`config.mk`:
```
export PLATFORM = sky130hd
export DESIGN_NAME = fetch_unit
export DESIGN_NICKNAME = d
export VERILOG_FILES = /design/src/rtl/fetch_unit.sv
export SDC_FILE = /design/constraint.sdc
export NUM_CORES = 1
export LEC_CHECK = 0
export CELL_PAD_IN_SITES_DETAIL_PLACEMENT = 2
export CELL_PAD_IN_SITES_GLOBAL_PLACEMENT = 2
export CORE_MARGIN = 4
export CORE_UTILIZATION = 40
export DETAILED_ROUTE_END_ITERATION = 12
export DONT_BUFFER_PORTS = 1
export GPL_TIMING_DRIVEN = 0
export PLACE_DENSITY_LB_ADDON = 0.1
export SLEW_MARGIN = 20
export SYNTH_ARGS = -nofsm -noshare
export SYNTH_HDL_FRONTEND = slang
export SYNTH_SLANG_ARGS = --single-unit
```
`constraint.sdc`:
```
create_clock -name clk -period 5.3 [get_ports clk]
set_input_delay 1.59 -clock clk [delete_from_list [all_inputs] [get_ports clk]]
set_output_delay 1.59 -clock clk [all_outputs]
set_load 0.01 [all_outputs]
```
`src/rtl/fetch_unit.sv`:
```
// Instruction fetch stage: owns the PC, issues one blocking imem read at a time and
// buffers returned words in a 2-entry queue for decode. Optional macro: FETCH_BYPASS_EN.
module fetch_unit #(
   parameter logic [31:0] RESET_PC = 32'h0000_0060
) (
   input  logic        clk,
   input  logic        rst_n,
   output logic        imem_read,
   output logic [31:0] imem_address,
   input  logic        imem_resp,
   input  logic [31:0] imem_rdata,
   input  logic        redirect,
   input  logic [31:0] redirect_pc,
   input  logic        id_stall,
   output logic [31:0] ID_Instruction,
   output logic [31:0] ID_PC,
   output logic        ID_valid
);

   typedef enum logic [1:0] {START, FETCH, HOLD, DISCARD} state_t;

   state_t      state, state_next;
   logic [31:0] pc, pc_next;
   logic [31:0] req_addr, req_addr_next;
   logic [1:0]  count, count_next;
   logic [31:0] q_pc [2];
   logic [31:0] q_instr [2];
   logic [31:0] q_pc_next [2];
   logic [31:0] q_instr_next [2];
   logic        fetch_resp, bypass, enq, deq, wr_idx;

   assign fetch_resp = (state == FETCH) && imem_resp;
`ifdef FETCH_BYPASS_EN
   assign bypass = fetch_resp && !redirect && (count == 2'd0);
`else
   assign bypass = 1'b0;
`endif
   // A bypassed word that decode takes this cycle never enters the queue
   assign deq = (count != 2'd0) && !id_stall && !redirect;
   assign enq = fetch_resp && !redirect && !(bypass && !id_stall);

   assign imem_read    = (state == FETCH) || (state == DISCARD);
   assign imem_address = req_addr;

   always_comb begin
      ID_valid       = 1'b0;
      ID_PC          = 32'h0;
      ID_Instruction = 32'h0;
      if (bypass) begin
         ID_valid       = 1'b1;
         ID_PC          = pc;
         ID_Instruction = imem_rdata;
      end else if (count != 2'd0) begin
         ID_valid       = 1'b1;
         ID_PC          = q_pc[0];
         ID_Instruction = q_instr[0];
      end
   end

   always_comb begin
      state_next = state;
      pc_next    = pc;
      count_next = redirect ? 2'd0 : (count + {1'b0, enq} - {1'b0, deq});
      if (redirect) begin
         pc_next = redirect_pc;
         if (((state == FETCH) || (state == DISCARD)) && !imem_resp)
            state_next = DISCARD;
         else
            state_next = FETCH;
      end else begin
         case (state)
            START:   state_next = FETCH;
            FETCH:   if (imem_resp) begin
                        pc_next    = pc + 32'd4;
                        state_next = (count_next == 2'd2) ? HOLD : FETCH;
                     end
            HOLD:    if (count_next <= 2'd1) state_next = FETCH;
            DISCARD: if (imem_resp) state_next = FETCH;
            default: state_next = START;
         endcase
      end
      // The in-flight address must survive a redirect until its stale response returns
      req_addr_next = (state_next == DISCARD) ? req_addr : pc_next;
   end

   always_comb begin
      q_pc_next    = q_pc;
      q_instr_next = q_instr;
      wr_idx       = (count - {1'b0, deq}) != 2'd0;
      if (deq) begin
         q_pc_next[0]    = q_pc[1];
         q_instr_next[0] = q_instr[1];
      end
      if (enq) begin
         q_pc_next[wr_idx]    = pc;
         q_instr_next[wr_idx] = imem_rdata;
      end
   end

   always_ff @(posedge clk or negedge rst_n) begin
      if (!rst_n) begin
         state      <= START;
         pc         <= RESET_PC;
         req_addr   <= RESET_PC;
         count      <= 2'd0;
         q_pc[0]    <= 32'h0;
         q_pc[1]    <= 32'h0;
         q_instr[0] <= 32'h0;
         q_instr[1] <= 32'h0;
      end else begin
         state      <= state_next;
         pc         <= pc_next;
         req_addr   <= req_addr_next;
         count      <= count_next;
         q_pc[0]    <= q_pc_next[0];
         q_pc[1]    <= q_pc_next[1];
         q_instr[0] <= q_instr_next[0];
         q_instr[1] <= q_instr_next[1];
      end
   end

endmodule

```
After elaboration in Yosys (flattened, before gate mapping)

Index checks and enable logic that the tools add are counted.

Bits in registers: 196
Latch bits: 0
Bits in writable memories: 0
Memory bits (read-only): 0
Input bits: 69
Output and inout bits: 98
Logic and storage cells: 56
Memories: 0

$add $sub $neg: 4
$mul: 0
Div/mod/pow operators: 0
Magnitude comparators: 3
Equality and inequality tests: 5
Shift-type cells: 0
Multiplexer cells: 22
Bitwise gates (word level): 1
Reductions and logical operators: 13

Operator list:

| cell                                                                              | number |
|---|---|
| 32-bit 2-to-1 mux                                                                 | 8 |
| 64-bit bitwise mux                                                                | 2 |
| 64-bit 2-to-1 mux                                                                 | 2 |
| 32-bit by 3-bit adder with 32-bit output (second input constant)                  | 1 |
| 32-bit demux with 1-bit select                                                    | 1 |
| 2-bit 2-to-1 mux                                                                  | 7 |
| 2-bit equality test (second input constant)                                       | 4 |
| 2-bit one-hot mux with 4 select lines                                             | 1 |
| 1-bit logical AND                                                                 | 6 |
| 2-bit nonzero test                                                                | 2 |
| 2-bit by 1-bit subtractor with 2-bit output                                       | 2 |
| 1-bit zero test                                                                   | 3 |
| 2-bit by 1-bit adder with 2-bit output                                            | 1 |
| 2-bit by 1-bit equality test with 1-bit output (second input constant)            | 1 |
| 2-bit greater-or-equal comparator (second input constant)                         | 1 |
| 2-bit by 1-bit less-or-equal comparator with 1-bit output (second input constant) | 1 |
| 2-bit zero test                                                                   | 1 |
| 2-bit by 1-bit less-than comparator with 1-bit output (second input constant)     | 1 |
| 1-bit NOT with 2-bit output                                                       | 1 |
| 1-bit logical OR                                                                  | 1 |
| 1-bit 2-to-1 mux                                                                  | 1 |

Longest topological paths before layout

Gate-level depths: netlist of the first run.

Word-level depth: 12
Gate-level depth with buffers: 13
Mapped depth without buffers: 10

Least setup slack after synthesis of the first run

No wires, ideal clock.

Path kind: input -> register
Start point: input port redirect
End point: register state[1]
Setup time: 0.066 ns
Data arrival time: 3.781 ns
Data required time: 5.234 ns
Path slack: 1.453 ns
Stages: 13
Path buffers: 3
Path through: clkbuf_1 nor2_1 nand2_1 buf_2 buf_1 nand3_1 o21ai_0 ha_1 xor2_1 a31oi_1 nor3b_1 a31oi_1 nand2_1

Cells in the longest elaborated chain, start to end: 10
Elaborated cells on any way between the ends: 13
Classes of those cells: add/sub: 2; order compare: 1; eq/ne: 1; mux: 6; reduce/logical: 3

RTL lines:

| what                                        | RTL line | source |
|---|---|---|
| start: declaration                          | 12       | `input logic redirect,` |
| 1-bit zero test                             | 39, 40   |  |
| 1-bit logical AND                           | 40       | `assign enq = fetch_resp && !redirect && !(bypass && !id_stall);` |
| 2-bit by 1-bit adder with 2-bit output      | 63       | `count_next = redirect ? 2'd0 : (count + {1'b0, enq} - {1'b0, deq});` |
| 2-bit by 1-bit subtractor with 2-bit output | 63       |  |
| 2-bit 2-to-1 mux *                          | 63       |  |
| net count_next[1]                           | 25       | `logic [1:0] count, count_next;` |
| 2-bit equality test                         | 75       | `state_next = (count_next == 2'd2) ? HOLD : FETCH;` |
| 2-bit 2-to-1 mux                            | 75       |  |
| 2-bit 2-to-1 mux                            | 73       | `FETCH: if (imem_resp) begin` |
| 2-bit one-hot mux with 4 select lines *     | 71       | `case (state)` |
| 2-bit 2-to-1 mux *                          | 64       | `if (redirect) begin` |
| net state_next[1]                           | 22       | `state_t state, state_next;` |
| end signal: assignment                      | 111      | `state <= state_next;` |
| end: declaration                            | 22       |  |

The timed path passes the listed nets; every way through them passes the cells marked *.
A chain may end at the register's enable or synchronous reset.

Worst setup path in the final report of the first run

Ends and elaborated chain as after synthesis.

==> results of run 1 <==
-- final cells by class --
cell class,count,area share (%)
Tap cell,285,3.55
Sequential cell,196,48.8
Buffer,56,2.27
Clock inverter,12,0.983
Multi-Input combinational cell,553,39.7
Inverter,6,0.224
Clock buffer,20,4.44
-- cells in the mapped netlist, types with 8 or more instances --
cell,n
dfrtp_1,192
nand2_1,97
mux2_2,92
o21ai_0,72
mux2i_1,67
and2_1,64
clkbuf_1,39
nor2_1,21
xnor2_1,18
and3_1,16
buf_2,14
a221o_1,13
nand3_1,13
nand4_1,13
a21oi_1,8
-- stage by stage --
step | worst slack, ps | cells | cell area [µm²] | util [%]
2_1_floorplan | 1450 | 811 | 9150 | -
3_3_place_gp | 511 | 1096 | 9510 | 42.1
3_5_place_dp | 306 | 1096 | 9510 | 42.1
4_1_cts | 742 | 1128 | 10100 | 44.5
5_1_grt | 498 | 1128 | 10100 | 44.5
6_report | 804 | 1128 | 10100 | 44.5
-- where the power goes --
part | leakage, nW | internal (mW) | switching, mW
registers | 2.41 | 1.96 | 0.304
logic | 1.99 | 0.413 | 0.404
clock network | 0.261 | 0.624 | 0.604
total | 4.66 | 3.00 | 1.31
-- placed cells by master, fill, tap and decap left out, drive strengths merged, types with 2 or more instances in the layout --
cell      Yosys  routed
nor4          6       6
a211o         2       2
nor2         21      21
and3         16      16
nand3        13      13
inv           6      10
clkbuf       39      59
ha            2       2
nor3          8       8
xnor2        19      19
nand4        14      14
and4          3       3
and2         64      64
a221o        13      13
nand2        97      97
o31ai         2       2
or4           4       4
xor2          7       7
a31oi         3       3
mux2         92      92
dfstp         4       4
a221oi        3       3
clkinvlp      0       3
clkinv        0       5
buf          17      17
mux2i        67      67
dfrtp       192     192
o211a         2       2
a21oi         8       8
o21ai        72      72
-- layer usage --
metal / GRT usage (%) / up-vias / part of all wire [%]
li1: - / 2874 / -
met1: 26.8 / 3280 / 44
met2: 36.9 / 143 / 51
met3: 5.59 / 10 / 5.0
met4: 4.22 / 0 / 0.58
met5: 0 / - / 0
-- worst max-delay path, delay by kind of cell --
| kind | cells | cell delay (ps) |
|---|---|---|
| buf+inv | 3 | 1390 |
| simple gates | 6 | 1270 |
| compound gates | 2 | 200 |
| fa+ha+maj | 1 | 200 |
| xor+xnor | 1 | 200 |
-- worst paths after layout --
| check | start | to | slack [ps] | cells after the start |
|---|---|---|---|---|
| min reg2reg | flip-flop | flip-flop | 510 | 1 |
| max | redirect | state[1]$_DFF_PN0_ | 800 | 13 |
| max in group asynchronous | rst_n | count[1]$_DFF_PN0_ | 3930 | 0 |
| min in group asynchronous | rst_n | q_instr[61]$_DFF_PN0_ | 850 | 0 |
| min | flip-flop | flip-flop | 510 | 1 |
| max reg2reg | count[1]$_DFF_PN0_ | state[1]$_DFF_PN0_ | 1610 | 13 |
-- cell families (layout without fill, tap and decap cells) --
kind of cell               count (synthesis)  after routing  share of synthesized area (%)
adders and majority gates                  2              2                          0.273
muxes                                    159            159                           18.7
xor gates and xnor gates                  26             26                           2.57
AOI/OAI and AO/OA                        112            112                           7.48
buffers and inverters                     62             94                           2.74
and+or+nand+nor                          254            254                           14.6
DFF                                      196            196                           53.7
==> impl_metrics.toml, run 1 <==
[outcome]
outcome = "completed"

[finish]
finalNetCount = 901
final_layout_size_suffix_gt1_share_pct = 17.8
layout.area.seq_um2 = 4910
n_fill_cell = 2320
multi_input_comb_area_um2 = 3990
area_growth_pct = 9.86
antenna_cells = 0

[sta]
relSlewSlack_pct = 29.5
hold_viol_final = 0
skew_ps = 16.0
period_needed_ps = 4500
fmax_mhz = 222
hold_slack_ps = 510
setup_viol = 0
worst_pin_slew_ps = 1050
drv_slew = 0
rsz0062_at_grt = "false"
fin_setup_tns_ps = 0
fin_crit_sh_pct = 84.8

[cts]
clockBufferDepth = 2
cts_root_buf = "clkbuf_16"
cts_tree = "yes"
cts_inserted_buffers = 17
postCtsSetupRepairBufs = 0
clock_latency_ps = 430
htree_levels = 4
clk_pin_slew_ps = 70
hold_buffers = 0
cts.sinks = 196
post_cts_resized = 0

[die]
fp.dieArea_um2 = 25400
rows = 55
die_h_um = 159
core_um2 = 22600
start_util_pct = 40.5
ios = 167
die_w_um = 159

[setup_path]
crit_path_start_kind = "primary input"
path_class = "primary input to flip-flop"
critPathMaxFanout = 10
cpMostUsedCell = "nand2_1"
max_stage_delay_ps = 710
worstPathRequired_ps = 5660
path_cells = "clkbuf_1, nor2_1, nand2_1, buf_2, buf_1, nand3_1, o21ai_0, ha_1, xor2_1, a31oi_1, nor3b_1, nand4_1, nand2_1"
worstPathArrival_ps = 4860
crit_path_end_kind = "flip-flop"
slowest_stage = "buf_1"

[yosys]
ys.warnings.count = 0
ys_ff_latch = 196
syn_nets = 882
async_flop_share_pct = 100
synthFlopType = "dfrtp_1"
ys_seq_area_share_pct = 53.7
avgSynthCellArea_um2 = 11.3
synth_area_leader_cell = "dfrtp_1"
ys_top_cells_by_area = "dfrtp_1, mux2_2, mux2i_1"
syn_inst = 811
synth_top_area_share_pct = 52.5
synth_cell_types = 49
synth-edff-count = 0
syn_area_um2 = 9150

[drt]
antenna_left = 0
routedWlPerCell_um = 23.7
vias_per_cell = 5.59
vias = 6307
drc = 0
routed_wl_mm = 26.8
drt_pass1_iterations = 4
first_iter_violations = 292

[global_routing]
antenna_found_initial = 0
grt_usage_pct = 21.2
grt_pass1_wl_mm = 42.6
grt_max_degree = 197
grt_pass1_vias = 7263
overflow = 0

[power]
total_power_mw = 4.31
powerDensity_nw_per_um2 = 429
p_leak_nw = 4.66
max-vdd-ir-drop_mv = 0.199

[placement]
port_buffers = 0
globalplace.congestion = 0.827
hpwl_mm = 19.4

[flow_run]
cap_violations = 0

[min_path]
hold_class = "flip-flop to flip-flop"
Power figures use the tool's default switching activity.
==> run 2, diff against run 1 <==
- clock period: 5.3 -> 4.7 ns (I/O delays scaled with it)
==> results of run 2 <==
The final DEF is identical to that of run 1. Status: completed.
Among the figures that moved: setup slack after placement 306 ps -> -114 ps; setup slack after layout 804 ps -> 384 ps; register-to-register setup slack 1610 ps -> 1010 ps; total power 4.31 mW -> 4.86 mW; worst IR drop on VDD 0.199 mV -> 0.225 mV
